File: src/rtl/midi_voice_allocator.sv
// Polyphonic voice allocator: assigns note-on events to voices (stealing when full) and routes note-offs.
// in_event = {status(1=ON), note[6:0], velocity[6:0]}; optional sustain pedal via VOICE_ALLOC_SUSTAIN_EN.
module midi_voice_allocator #(
    parameter  int NUM_VOICES = 8,
    localparam int VIDX_W     = $clog2(NUM_VOICES)
) (
    input  logic                    clk,
    input  logic                    rst_n,
`ifdef VOICE_ALLOC_SUSTAIN_EN
    input  logic                    sustain_hold,
`endif
    input  logic                    in_valid,
    output logic                    in_ready,
    input  logic [14:0]             in_event,
    input  logic [NUM_VOICES-1:0]   env_idle,
    output logic [NUM_VOICES-1:0]   voice_gate,
    output logic [NUM_VOICES-1:0]   voice_trigger,
    output logic [NUM_VOICES*7-1:0] voice_note,
    output logic [NUM_VOICES*7-1:0] voice_velocity,
    output logic                    steal_pulse
);

    typedef enum logic [1:0] {
        V_FREE      = 2'd0,
        V_HELD      = 2'd1,
        V_RELEASING = 2'd2,
        V_SUSTAINED = 2'd3
    } vstate_t;

    typedef enum logic [1:0] {
        S_IDLE   = 2'd0,
        S_LOOKUP = 2'd1,
        S_UPDATE = 2'd2
    } fsm_t;

    localparam logic [NUM_VOICES-1:0] ONE_V = {{(NUM_VOICES-1){1'b0}}, 1'b1};

    fsm_t                    fsm_r, fsm_s;
    logic                    in_ready_s;
    logic                    ev_on_r;
    logic [6:0]              ev_note_r, ev_vel_r;
    logic [NUM_VOICES-1:0]   sel_r, sel_s;
    logic                    steal_sel_r, steal_s;
    vstate_t                 vstate_r [NUM_VOICES];
    logic [6:0]              note_r   [NUM_VOICES];
    logic [6:0]              vel_r    [NUM_VOICES];
    logic [VIDX_W-1:0]       age_r    [NUM_VOICES];
    logic [NUM_VOICES*VIDX_W-1:0] age_flat_s;
    logic [VIDX_W-1:0]       old_age_s;
    logic [NUM_VOICES-1:0]   match_s, free_s, rel_s, held_s;
    logic [NUM_VOICES-1:0]   gate_r, trig_r;
    logic                    steal_r;

    // Isolate the lowest set bit of a mask.
    function automatic logic [NUM_VOICES-1:0] lowest_one(input logic [NUM_VOICES-1:0] m);
        return m & (~m + ONE_V);
    endfunction

    // One-hot of the masked voice with the largest age (ages are distinct).
    function automatic logic [NUM_VOICES-1:0] oldest_one(input logic [NUM_VOICES-1:0] m,
                                                         input logic [NUM_VOICES*VIDX_W-1:0] ages);
        logic [NUM_VOICES-1:0] r;
        logic [VIDX_W-1:0]     best;
        logic                  found;
        r     = '0;
        best  = '0;
        found = 1'b0;
        for (int i = 0; i < NUM_VOICES; i++) begin
            if (m[i] && (!found || ages[i*VIDX_W +: VIDX_W] > best)) begin
                r     = ONE_V << i;
                best  = ages[i*VIDX_W +: VIDX_W];
                found = 1'b1;
            end else begin
                r = r;
            end
        end
        return r;
    endfunction

`ifdef VOICE_ALLOC_SUSTAIN_EN
    logic                  sus_d_r, sus_q_r, sus_fall_s;
    logic [NUM_VOICES-1:0] sus_s;

    // Pedal sampling for release-edge detection.
    always_ff @(posedge clk or negedge rst_n) begin
        if (!rst_n) begin
            sus_d_r <= 1'b0;
            sus_q_r <= 1'b0;
        end else begin
            sus_d_r <= sustain_hold;
            sus_q_r <= sus_d_r;
        end
    end

    assign sus_fall_s = sus_q_r & ~sus_d_r;
`endif

    // Control FSM state register.
    always_ff @(posedge clk or negedge rst_n) begin
        if (!rst_n) begin
            fsm_r <= S_IDLE;
        end else begin
            fsm_r <= fsm_s;
        end
    end

    // Control FSM next state and handshake.
    always_comb begin
        fsm_s      = fsm_r;
        in_ready_s = 1'b0;
        case (fsm_r)
            S_IDLE: begin
                in_ready_s = 1'b1;
                if (in_valid) begin
                    fsm_s = S_LOOKUP;
                end else begin
                    fsm_s = S_IDLE;
                end
            end
            S_LOOKUP: fsm_s = S_UPDATE;
            S_UPDATE: fsm_s = S_IDLE;
            default:  fsm_s = S_IDLE;
        endcase
    end

    assign in_ready = in_ready_s;

    // Event latch; velocity 0 on a note-on is folded into note-off here.
    always_ff @(posedge clk or negedge rst_n) begin
        if (!rst_n) begin
            ev_on_r   <= 1'b0;
            ev_note_r <= 7'd0;
            ev_vel_r  <= 7'd0;
        end else if (fsm_r == S_IDLE && in_valid) begin
            ev_on_r   <= in_event[14] && (in_event[6:0] != 7'd0);
            ev_note_r <= in_event[13:7];
            ev_vel_r  <= in_event[6:0];
        end
    end

    // Classification vectors, match and voice selection.
    always_comb begin
        match_s    = '0;
        free_s     = '0;
        rel_s      = '0;
        held_s     = '0;
        age_flat_s = '0;
`ifdef VOICE_ALLOC_SUSTAIN_EN
        sus_s      = '0;
`endif
        for (int i = 0; i < NUM_VOICES; i++) begin
            free_s[i] = (vstate_r[i] == V_FREE);
            rel_s[i]  = (vstate_r[i] == V_RELEASING);
            held_s[i] = (vstate_r[i] == V_HELD);
`ifdef VOICE_ALLOC_SUSTAIN_EN
            sus_s[i]  = (vstate_r[i] == V_SUSTAINED);
`endif
            match_s[i] = (note_r[i] == ev_note_r) &&
                         (ev_on_r ? (vstate_r[i] != V_FREE) : (vstate_r[i] == V_HELD));
            age_flat_s[i*VIDX_W +: VIDX_W] = age_r[i];
        end
        steal_s = 1'b0;
        if (!ev_on_r || (|match_s)) begin
            sel_s = lowest_one(match_s);
        end else if (|free_s) begin
            sel_s = lowest_one(free_s);
        end else if (|rel_s) begin
            sel_s = oldest_one(rel_s, age_flat_s);
`ifdef VOICE_ALLOC_SUSTAIN_EN
        end else if (|sus_s) begin
            sel_s   = oldest_one(sus_s, age_flat_s);
            steal_s = 1'b1;
`endif
        end else begin
            sel_s   = oldest_one(held_s, age_flat_s);
            steal_s = 1'b1;
        end
    end

    // Selection register, captured in LOOKUP.
    always_ff @(posedge clk or negedge rst_n) begin
        if (!rst_n) begin
            sel_r       <= '0;
            steal_sel_r <= 1'b0;
        end else if (fsm_r == S_LOOKUP) begin
            sel_r       <= sel_s;
            steal_sel_r <= steal_s;
        end
    end

    // Age of the voice being written, for the recency shuffle.
    always_comb begin
        old_age_s = '0;
        for (int i = 0; i < NUM_VOICES; i++) begin
            old_age_s = old_age_s | (sel_r[i] ? age_r[i] : '0);
        end
    end

    // Voice table and pulse outputs; UPDATE is applied last so it overrides env_idle.
    always_ff @(posedge clk or negedge rst_n) begin
        if (!rst_n) begin
            for (int i = 0; i < NUM_VOICES; i++) begin
                vstate_r[i] <= V_FREE;
                note_r[i]   <= 7'd0;
                vel_r[i]    <= 7'd0;
                age_r[i]    <= VIDX_W'(NUM_VOICES - 1 - i);
            end
            gate_r  <= '0;
            trig_r  <= '0;
            steal_r <= 1'b0;
        end else begin
            trig_r  <= '0;
            steal_r <= (fsm_r == S_UPDATE) && ev_on_r && steal_sel_r;
            for (int i = 0; i < NUM_VOICES; i++) begin
                if (vstate_r[i] == V_RELEASING && env_idle[i]) begin
                    vstate_r[i] <= V_FREE;
                end
`ifdef VOICE_ALLOC_SUSTAIN_EN
                if (sus_fall_s && vstate_r[i] == V_SUSTAINED) begin
                    vstate_r[i] <= V_RELEASING;
                    gate_r[i]   <= 1'b0;
                end
`endif
                if (fsm_r == S_UPDATE && ev_on_r) begin
                    if (sel_r[i]) begin
                        vstate_r[i] <= V_HELD;
                        note_r[i]   <= ev_note_r;
                        vel_r[i]    <= ev_vel_r;
                        age_r[i]    <= '0;
                        gate_r[i]   <= 1'b1;
                        trig_r[i]   <= 1'b1;
                    end else if (age_r[i] < old_age_s) begin
                        age_r[i] <= age_r[i] + VIDX_W'(1);
                    end
                end else if (fsm_r == S_UPDATE && sel_r[i]) begin
`ifdef VOICE_ALLOC_SUSTAIN_EN
                    if (sustain_hold) begin
                        vstate_r[i] <= V_SUSTAINED;
                    end else begin
                        vstate_r[i] <= V_RELEASING;
                        gate_r[i]   <= 1'b0;
                    end
`else
                    vstate_r[i] <= V_RELEASING;
                    gate_r[i]   <= 1'b0;
`endif
                end
            end
        end
    end

    // Flatten per-voice note/velocity onto the output buses.
    always_comb begin
        voice_note     = '0;
        voice_velocity = '0;
        for (int i = 0; i < NUM_VOICES; i++) begin
            voice_note[i*7 +: 7]     = note_r[i];
            voice_velocity[i*7 +: 7] = vel_r[i];
        end
    end

    assign voice_gate    = gate_r;
    assign voice_trigger = trig_r;
    assign steal_pulse   = steal_r;

endmodule

File: config.mk
export PLATFORM = sky130hd
export DESIGN_NAME = midi_voice_allocator
export DESIGN_NICKNAME = d
export VERILOG_FILES = /design/src/rtl/midi_voice_allocator.sv
export SDC_FILE = /design/constraint.sdc
export NUM_CORES = 1
export LEC_CHECK = 0
export CAP_MARGIN = 10
export CORE_ASPECT_RATIO = 0.8
export CORE_MARGIN = 2
export CORE_UTILIZATION = 50
export CTS_CLUSTER_DIAMETER = 80
export CTS_CLUSTER_SIZE = 12
export DETAILED_ROUTE_END_ITERATION = 7
export PLACE_DENSITY = 0.83
export SYNTH_ARGS = -nofsm -noshare
export SYNTH_HDL_FRONTEND = slang
export SYNTH_SLANG_ARGS = --single-unit
export TNS_END_PERCENT = 100
File: constraint.sdc
create_clock -name clk -period 8.79 [get_ports clk]
set_input_delay 2.1975 -clock clk [delete_from_list [all_inputs] [get_ports clk]]
set_output_delay 2.1975 -clock clk [all_outputs]
set_load 0.03 [all_outputs]
## Word level (Yosys, flattened, before mapping)

Index checks and enable logic that the tools add are counted.

| storage, ports and cells | value |
|---|---|
| bits of input ports | 26 |
| output and inout bits | 130 |
| word-level logic and storage cells | 499 |
| register bits after elaboration | 195 |

| cells by class | value |
|---|---|
| equality and inequality tests | 34 |
| muxes and demuxes | 241 |
| $lt $le $gt $ge | 22 |
| $add $sub $neg | 10 |
| reductions and logical operators | 133 |
| bitwise gates (word level) | 11 |

Operator list:

| cell | number |
|---|---|
| 3-bit 2-to-1 mux | 80 |
| 8-bit 2-to-1 mux | 17 |
| 1-bit 2-to-1 mux | 111 |
| 2-bit 2-to-1 mux | 32 |
| 7-bit == test | 8 |
| 2-bit AND reduction | 24 |
| 2-bit nonzero test | 24 |
| 3-bit greater-than comparator | 14 |
| 1-bit logical AND | 42 |
| 3-bit by 1-bit adder with 3-bit output (second input constant) | 8 |
| 3-bit < comparator | 8 |
| 8-bit OR reduction | 3 |
| 3-bit OR | 7 |
| 2-bit by 1-bit == test with 1-bit output (second input constant) | 9 |
| 2-bit == test (second input constant) | 9 |
| 2-bit zero test | 9 |
| 8-bit by 1-bit adder with 8-bit output (second input constant) | 2 |
| 8-bit bitwise AND | 2 |
| 2-bit != test (second input constant) | 8 |
| 8-bit inverter | 2 |
| 1-bit zero test | 15 |
| 1-bit logical OR | 15 |
| 7-bit nonzero test | 1 |
| 2-bit case mux with 2 select lines | 1 |

## Longest topological paths before layout

| depth | value |
|---|---|
| depth in word-level cells | 55 |
| gate-level depth with buffers | 47 |

## Least setup slack after synthesis

OpenSTA, ideal clock, no wires.

| timing | value |
|---|---|
| path type | register to register |
| start | register age_r (netlist bit age_flat_s[2]) |
| end | register sel_r[5] |
| data required time | 8.669 ns |
| stages on the path, launching flop included | 48 |
| library setup time | 0.121 ns |
| clock period less this slack | 9.118 ns |
| data arrival time | 8.997 ns |
| setup slack | -0.328 ns |
| cells stage by stage | dfstp_2 -> buf_1 -> nand2_1 -> ha_1 -> a21oi_1 -> o21ai_0 -> a21oi_1 -> a22oi_1 -> ha_1 -> a21oi_1 -> a32oi_1 -> o21ai_0 -> nor2_1 -> or2_2 -> ha_1 -> nand2_1 -> o21ai_0 -> a22o_1 -> [... 12 more ...] -> a211oi_1 -> a21oi_1 -> o21ai_0 -> a2bb2oi_1 -> ha_1 -> nor2b_1 -> o21a_1 -> o21ai_0 -> o21a_1 -> mux2_2 -> ha_1 -> nand3_1 -> o21ai_0 -> or3_1 -> o211ai_4 -> nor4_1 -> o31a_1 -> o22a_1 |

| on the way | value |
|---|---|
| cells in the longest elaborated chain, start to end | 53 |
| elaborated cells on any way between the ends | 173 |

RTL lines:

| what | RTL line | RTL |
|---|---|---|
| from (decl) | 47 | `logic [VIDX_W-1:0] age_r [NUM_VOICES];` |
| from (signal, indexed assignment) | 206 | `age_r[i] <= VIDX_W'(NUM_VOICES - 1 - i);` |
| from (signal, indexed assignment) | 233 | `age_r[i] <= age_r[i] + VIDX_W'(1);` |
| 3-bit 2-to-1 mux | 69 | `if (m[i] && (!found \|\| ages[i*VIDX_W +: VIDX_W] > best)) begin` |
| 3-bit 2-to-1 mux | 167 | `end else if (\|rel_s) begin` |
| 3-bit 2-to-1 mux | 165 | `end else if (\|free_s) begin` |
| 3-bit 2-to-1 mux | 163 | `if (!ev_on_r \|\| (\|match_s)) begin` |
| 3-bit greater-than comparator | 69 |  |
| 1-bit logical OR | 69 |  |
| 1-bit logical AND | 69 |  |
| 3-bit 2-to-1 mux or 1-bit 2-to-1 mux (tied branches) | 69 |  |
| [... 37 more ...] | n/a |  |
| 3-bit 2-to-1 mux or 1-bit 2-to-1 mux (tied branches) | 163 |  |
| 3-bit greater-than comparator or 1-bit zero test (tied branches) | 69 |  |
| 1-bit logical OR | 69 |  |
| 1-bit logical AND | 69 |  |
| 8-bit 2-to-1 mux | 69 |  |
| 8-bit 2-to-1 mux (*) | 167 |  |
| 8-bit 2-to-1 mux (*) | 165 |  |
| 8-bit 2-to-1 mux (*) | 163 |  |
| to (signal assigned) | 186 | `sel_r <= sel_s;` |
| to (decl) | 42 | `logic [NUM_VOICES-1:0] sel_r, sel_s;` |

Mark *: on every way between the ends. The rest lies on a longest branch, timed or not. The select of a mux whose other input is x is not followed.
A chain may end at the register's enable or synchronous reset.

## Worst setup path after layout

| timing | value |
|---|---|
| start | register vstate_r[15] (netlist bit) |
| end | register sel_r[1] |

| on the way | value |
|---|---|
| cells in the longest elaborated chain, start to end | 54 |
| elaborated cells on any way between the ends | 201 |

RTL lines:

| what | RTL line | RTL |
|---|---|---|
| from (decl) | 44 | `vstate_t vstate_r [NUM_VOICES];` |
| from (signal, indexed assignment) | 203 | `vstate_r[i] <= V_FREE;` |
| from (signal, indexed assignment) | 216 | `vstate_r[i] <= V_FREE;` |
| from (signal, indexed assignment) | 226 | `vstate_r[i] <= V_HELD;` |
| 2-bit by 1-bit == test with 1-bit output or 2-bit == test (tied branches) | 154, 159, 153 |  |
| 3-bit 2-to-1 mux or 1-bit 2-to-1 mux (tied branches) | 69 |  |
| 3-bit 2-to-1 mux or 1-bit 2-to-1 mux (tied branches) | 167 |  |
| 3-bit 2-to-1 mux or 1-bit 2-to-1 mux (tied branches) | 165 |  |
| 3-bit 2-to-1 mux or 1-bit 2-to-1 mux (tied branches) | 163 |  |
| 3-bit greater-than comparator or 1-bit zero test (tied branches) | 69 |  |
| 1-bit logical OR | 69 |  |
| 1-bit logical AND | 69 |  |
| [... 38 more ...] | n/a |  |
| 3-bit 2-to-1 mux or 1-bit 2-to-1 mux (tied branches) | 163 |  |
| 3-bit greater-than comparator or 1-bit zero test (tied branches) | 69 |  |
| 1-bit logical OR | 69 |  |
| 1-bit logical AND | 69 |  |
| 8-bit 2-to-1 mux | 69 |  |
| 8-bit 2-to-1 mux | 167 |  |
| 8-bit 2-to-1 mux | 165 |  |
| 8-bit 2-to-1 mux (*) | 163 |  |

Marked as above.

==> results.toml <==
[place]
place_inst = 1480
io_buffers = 155
dpl.hpwl_um = 22500
place_congestion = 0.921

[sta]
min_period_ns = 9.10
post-route-period-util = 1.04
clock.fmax_mhz = 110
timing.hold.ws_ns = 0.485
setup_ws_ns = -0.314
hold_violations = 0
setup-violations-final = 8
slew_violations = 0
timing.slew.headroom = 0.291
rsz0062_at_grt = "true"
clock_skew_ns = 0.0159
worst_pin_slew_ns = 1.06

[setup_path]
critPathMaxFanout = 5
ff2ff_path_depth = 46
critPathRequiredTime_ns = 9.14
r2r_slack_ns = -0.31
end_kind = "flop"
max_stage_delay_ns = 0.39
path_class = "flop to flop"
r2r-end = "sel_r[1]$_DFFE_PN0P_"
cp.buffers_inverters = 5
r2r_start = "vstate_r[15]$_DFF_PN0_"
crit_arrival_ns = 9.45
cpMaxStageDelayCell = "dfrtp_1"
cpMostUsedCell = "ha_1"
startpoint_type = "flop"
critPathTopFamily = "compound AO/OA/AOI/OAI gates"

[floorplan]
row_count = 48
die-area_mm2 = 0.0230
die_w_um = 169
start_util = 0.507
die_h_um = 136
num_io_pins = 156
core_area_mm2 = 0.0215

[cells_and_area]
stdcell_count = 1569
final_nets = 1373
syn_to_final_growth_pct = 38.8
drive_gt1_frac = 0.340
n_antenna_cell = 0

[drt]
route.detailed.drc = 0
wl_um = 34200
vias_per_cell = 5.98
routedWlPerCell_um = 21.8
first_pass_iters = 5
drtIter0Drc = 805
ant_nets = 0
vias = 9387

[logic_synthesis]
synth_edf_count = 0
synth.top_cell.area_share = 0.420
synthTopCellsByArea = "dfrtp_1 (42%), mux2_2 (14%), ha_1 (7.6%)"
synth_nets = 1106
async_flop_share = 1.00
syn_avg_cell_area_um2 = 10.8
synth_warnings = 0
synth_cells = 1014
synth_flop_cell = "dfrtp_1"
yosysSeqAreaShare = 0.449
synth_area_leader_cell = "dfrtp_1"
synth_cell_types = 71
ys_seq_elements = 195
syn_area_mm2 = 0.0109

[hold_path]
whs_endpoint = "voice_gate[3]$_DFFE_PN0P_"
hold_depth = 2
min_from = "voice_gate[3]$_DFFE_PN0P_"
hold_path.class = "flop to flop"

[power_and_ir_drop]
p_sw_frac = 0.438
power.density_mw_per_mm2 = 411
intPower_mw = 3.49
p_leak_nw = 6.85
ir_drop_mv = 0.290
comb_power_share = 0.615
seq_power_share = 0.255
power.switching_mw = 2.72
clkPwrFrac = 0.129

[global_routing]
track_usage = 0.290
grt_max_degree = 124
grt_pass1_wl_um = 51900
antenna_found_initial = 0
grt_overflow = 0
first_global_vias = 9529

[clock_network]
ctsRootBufferMaster = "clkbuf_16"
worstSkewPairLatency_ns = 0.44
clock_path_buffers = 2
cts_tree = "yes"
cts-buffers-inserted = 17
cts_sinks = 195
htreeDepth = 4
cts_hold_buf = 0
clk_pin_slew_ns = 0.07

[outcome]
run_status = "finished with violations"
violations = "negative setup slack"

[job]
maxCapViolCount = 0
-- power by group through the flow --
stage / combinational, mW / clock (mW) / sequential (mW)
finish: 3.82 / 0.803 / 1.59
global route: 4.09 / 0.846 / 1.62
CTS: 3.41 / 0.809 / 1.57
detailed placement: 2.90 / 0 / 1.57
global placement: 2.82 / 0 / 1.55
floorplan: 1.53 / 0 / 1.79
-- timing repair --
item | in CTS | in global routing
gates resized for setup | 108 | 54
setup buffers | 38 | 19
setup endpoints to repair | 8 | 8
pin swaps | 81 | 60
-- worst min-delay path, stage by stage (launching register included) --
cell	delay, ns
dfrtp_1	0.35
nand2_1	0.05
nand2_1	0.05
-- sequential cells by signal, summed over array words and instances, names as in the netlist --
signal and flops:
voice_trigger 8, sel_r 8, ev_on_r 1, voice_note 56, vstate_r 16, steal_pulse 1
age_flat_s 24, ev_vel_r 7, steal_sel_r 1, voice_gate 8, fsm_r 2, voice_velocity 56
ev_note_r 7
-- area by class of cell --
class                   count  area, um^2
multi-input cells         753        6590
fillers                  1427        6360
flip-flops and latches    195        4890
repair buffers            291        2610
clock buffers              17         425
well taps                 275         344
clock inverters            15         184
inverters                  23        86.3
-- layer usage --
metal  up-vias  share of wire  track usage
met3        85          0.096        0.101
li1       4214              -            -
met4         0          0.036        0.115
met5         -              0            0
met2       440           0.45        0.449
met1      4648           0.42        0.375
-- kinds of logic (layout without fill, tap and decap cells) --
logic type / Yosys count / in the layout / synth area share
AO/OA/AOI/OAI: 193 / 193 / 0.125
adder cells (fa/ha/maj): 66 / 66 / 0.0757
buffers and inverters: 66 / 346 / 0.0237
multiplexers: 132 / 132 / 0.136
flip-flops: 195 / 195 / 0.449
XOR/XNOR: 64 / 64 / 0.0514
AND/OR/NAND/NOR: 298 / 298 / 0.139
-- worst max path at each step --
stage	from	to	slack (ns)	cells after the start
2_1_floorplan	vstate_r[15]$_DFF_PN0_	sel_r[5]$_DFFE_PN0P_	0.01	46
6_report	vstate_r[15]$_DFF_PN0_	sel_r[1]$_DFFE_PN0P_	-0.31	46
3_3_place_gp	age_flat_s[2]$_DFFE_PN1P_	sel_r[6]$_DFFE_PN0P_	-0.37	44
5_1_grt	vstate_r[15]$_DFF_PN0_	sel_r[1]$_DFFE_PN0P_	-0.70	45
4_1_cts	vstate_r[14]$_DFF_PN0_	sel_r[6]$_DFFE_PN0P_	-0.04	48
3_5_place_dp	vstate_r[15]$_DFF_PN0_	sel_r[6]$_DFFE_PN0P_	-0.60	44
-- layout by cell type (no fill, tap or decap), types with 7 or more instances in the layout --
| cell | instances |
|---|---|
| dfrtp_1 | 183 |
| clkdlybuf4s50_1 | 154 |
| mux2_2 | 126 |
| buf_4 | 126 |
| nand2_1 | 96 |
| ha_1 | 47 |
| xor2_1 | 45 |
| nor2_1 | 44 |
| nand2b_1 | 32 |
| o21ai_0 | 25 |
| nand3_1 | 22 |
| inv_1 | 20 |
| xnor2_1 | 19 |
| ha_4 | 18 |
| a21o_1 | 17 |
| clkbuf_16 | 17 |
| a22oi_1 | 15 |
| nor3_1 | 12 |
| dfstp_2 | 12 |
| nand4_1 | 11 |
| o21ai_2 | 10 |
| o21ai_1 | 10 |
| nor4_1 | 10 |
| buf_6 | 10 |
| a21oi_2 | 9 |
| nor2b_1 | 9 |
| nand2_2 | 8 |
| a41o_1 | 8 |
| a211oi_1 | 8 |
| a21oi_1 | 7 |
-- synthesized netlist by cell type (5+ instances only) --
library cell,count
o211ai_1,5
nor2b_1,11
nand2b_1,32
and2_1,6
o31ai_1,5
a21oi_1,18
a22oi_1,21
nor4_1,12
a31oi_1,13
nand3b_1,6
buf_2,9
a41o_1,8
o21ai_0,44
inv_1,21
dfstp_2,12
nand3_1,24
clkbuf_1,31
mux2_2,132
o21a_1,8
xnor2_1,19
xor2_1,45
a211oi_1,10
dfrtp_1,183
nand4_1,11
or2_2,5
nor3_1,15
ha_1,66
nand2_1,105
a21o_1,17
nor2_1,49
a221oi_1,5
-- through the flow --
step | utilization | cell area, um^2 | TNS, ns | power [mW] | setup WS (ns)
2_1_floorplan | - | 10900 | 0 | 3.32 | 0.0116
3_3_place_gp | 0.616 | 13300 | -2.17 | 4.37 | -0.365
3_5_place_dp | 0.616 | 13300 | -4.15 | 4.48 | -0.597
4_1_cts | 0.685 | 14700 | -0.0639 | 5.79 | -0.0416
5_1_grt | 0.704 | 15100 | -5.09 | 6.56 | -0.702
6_report | 0.704 | 15100 | -2.04 | 6.21 | -0.314
Power figures use the tool's default switching activity.
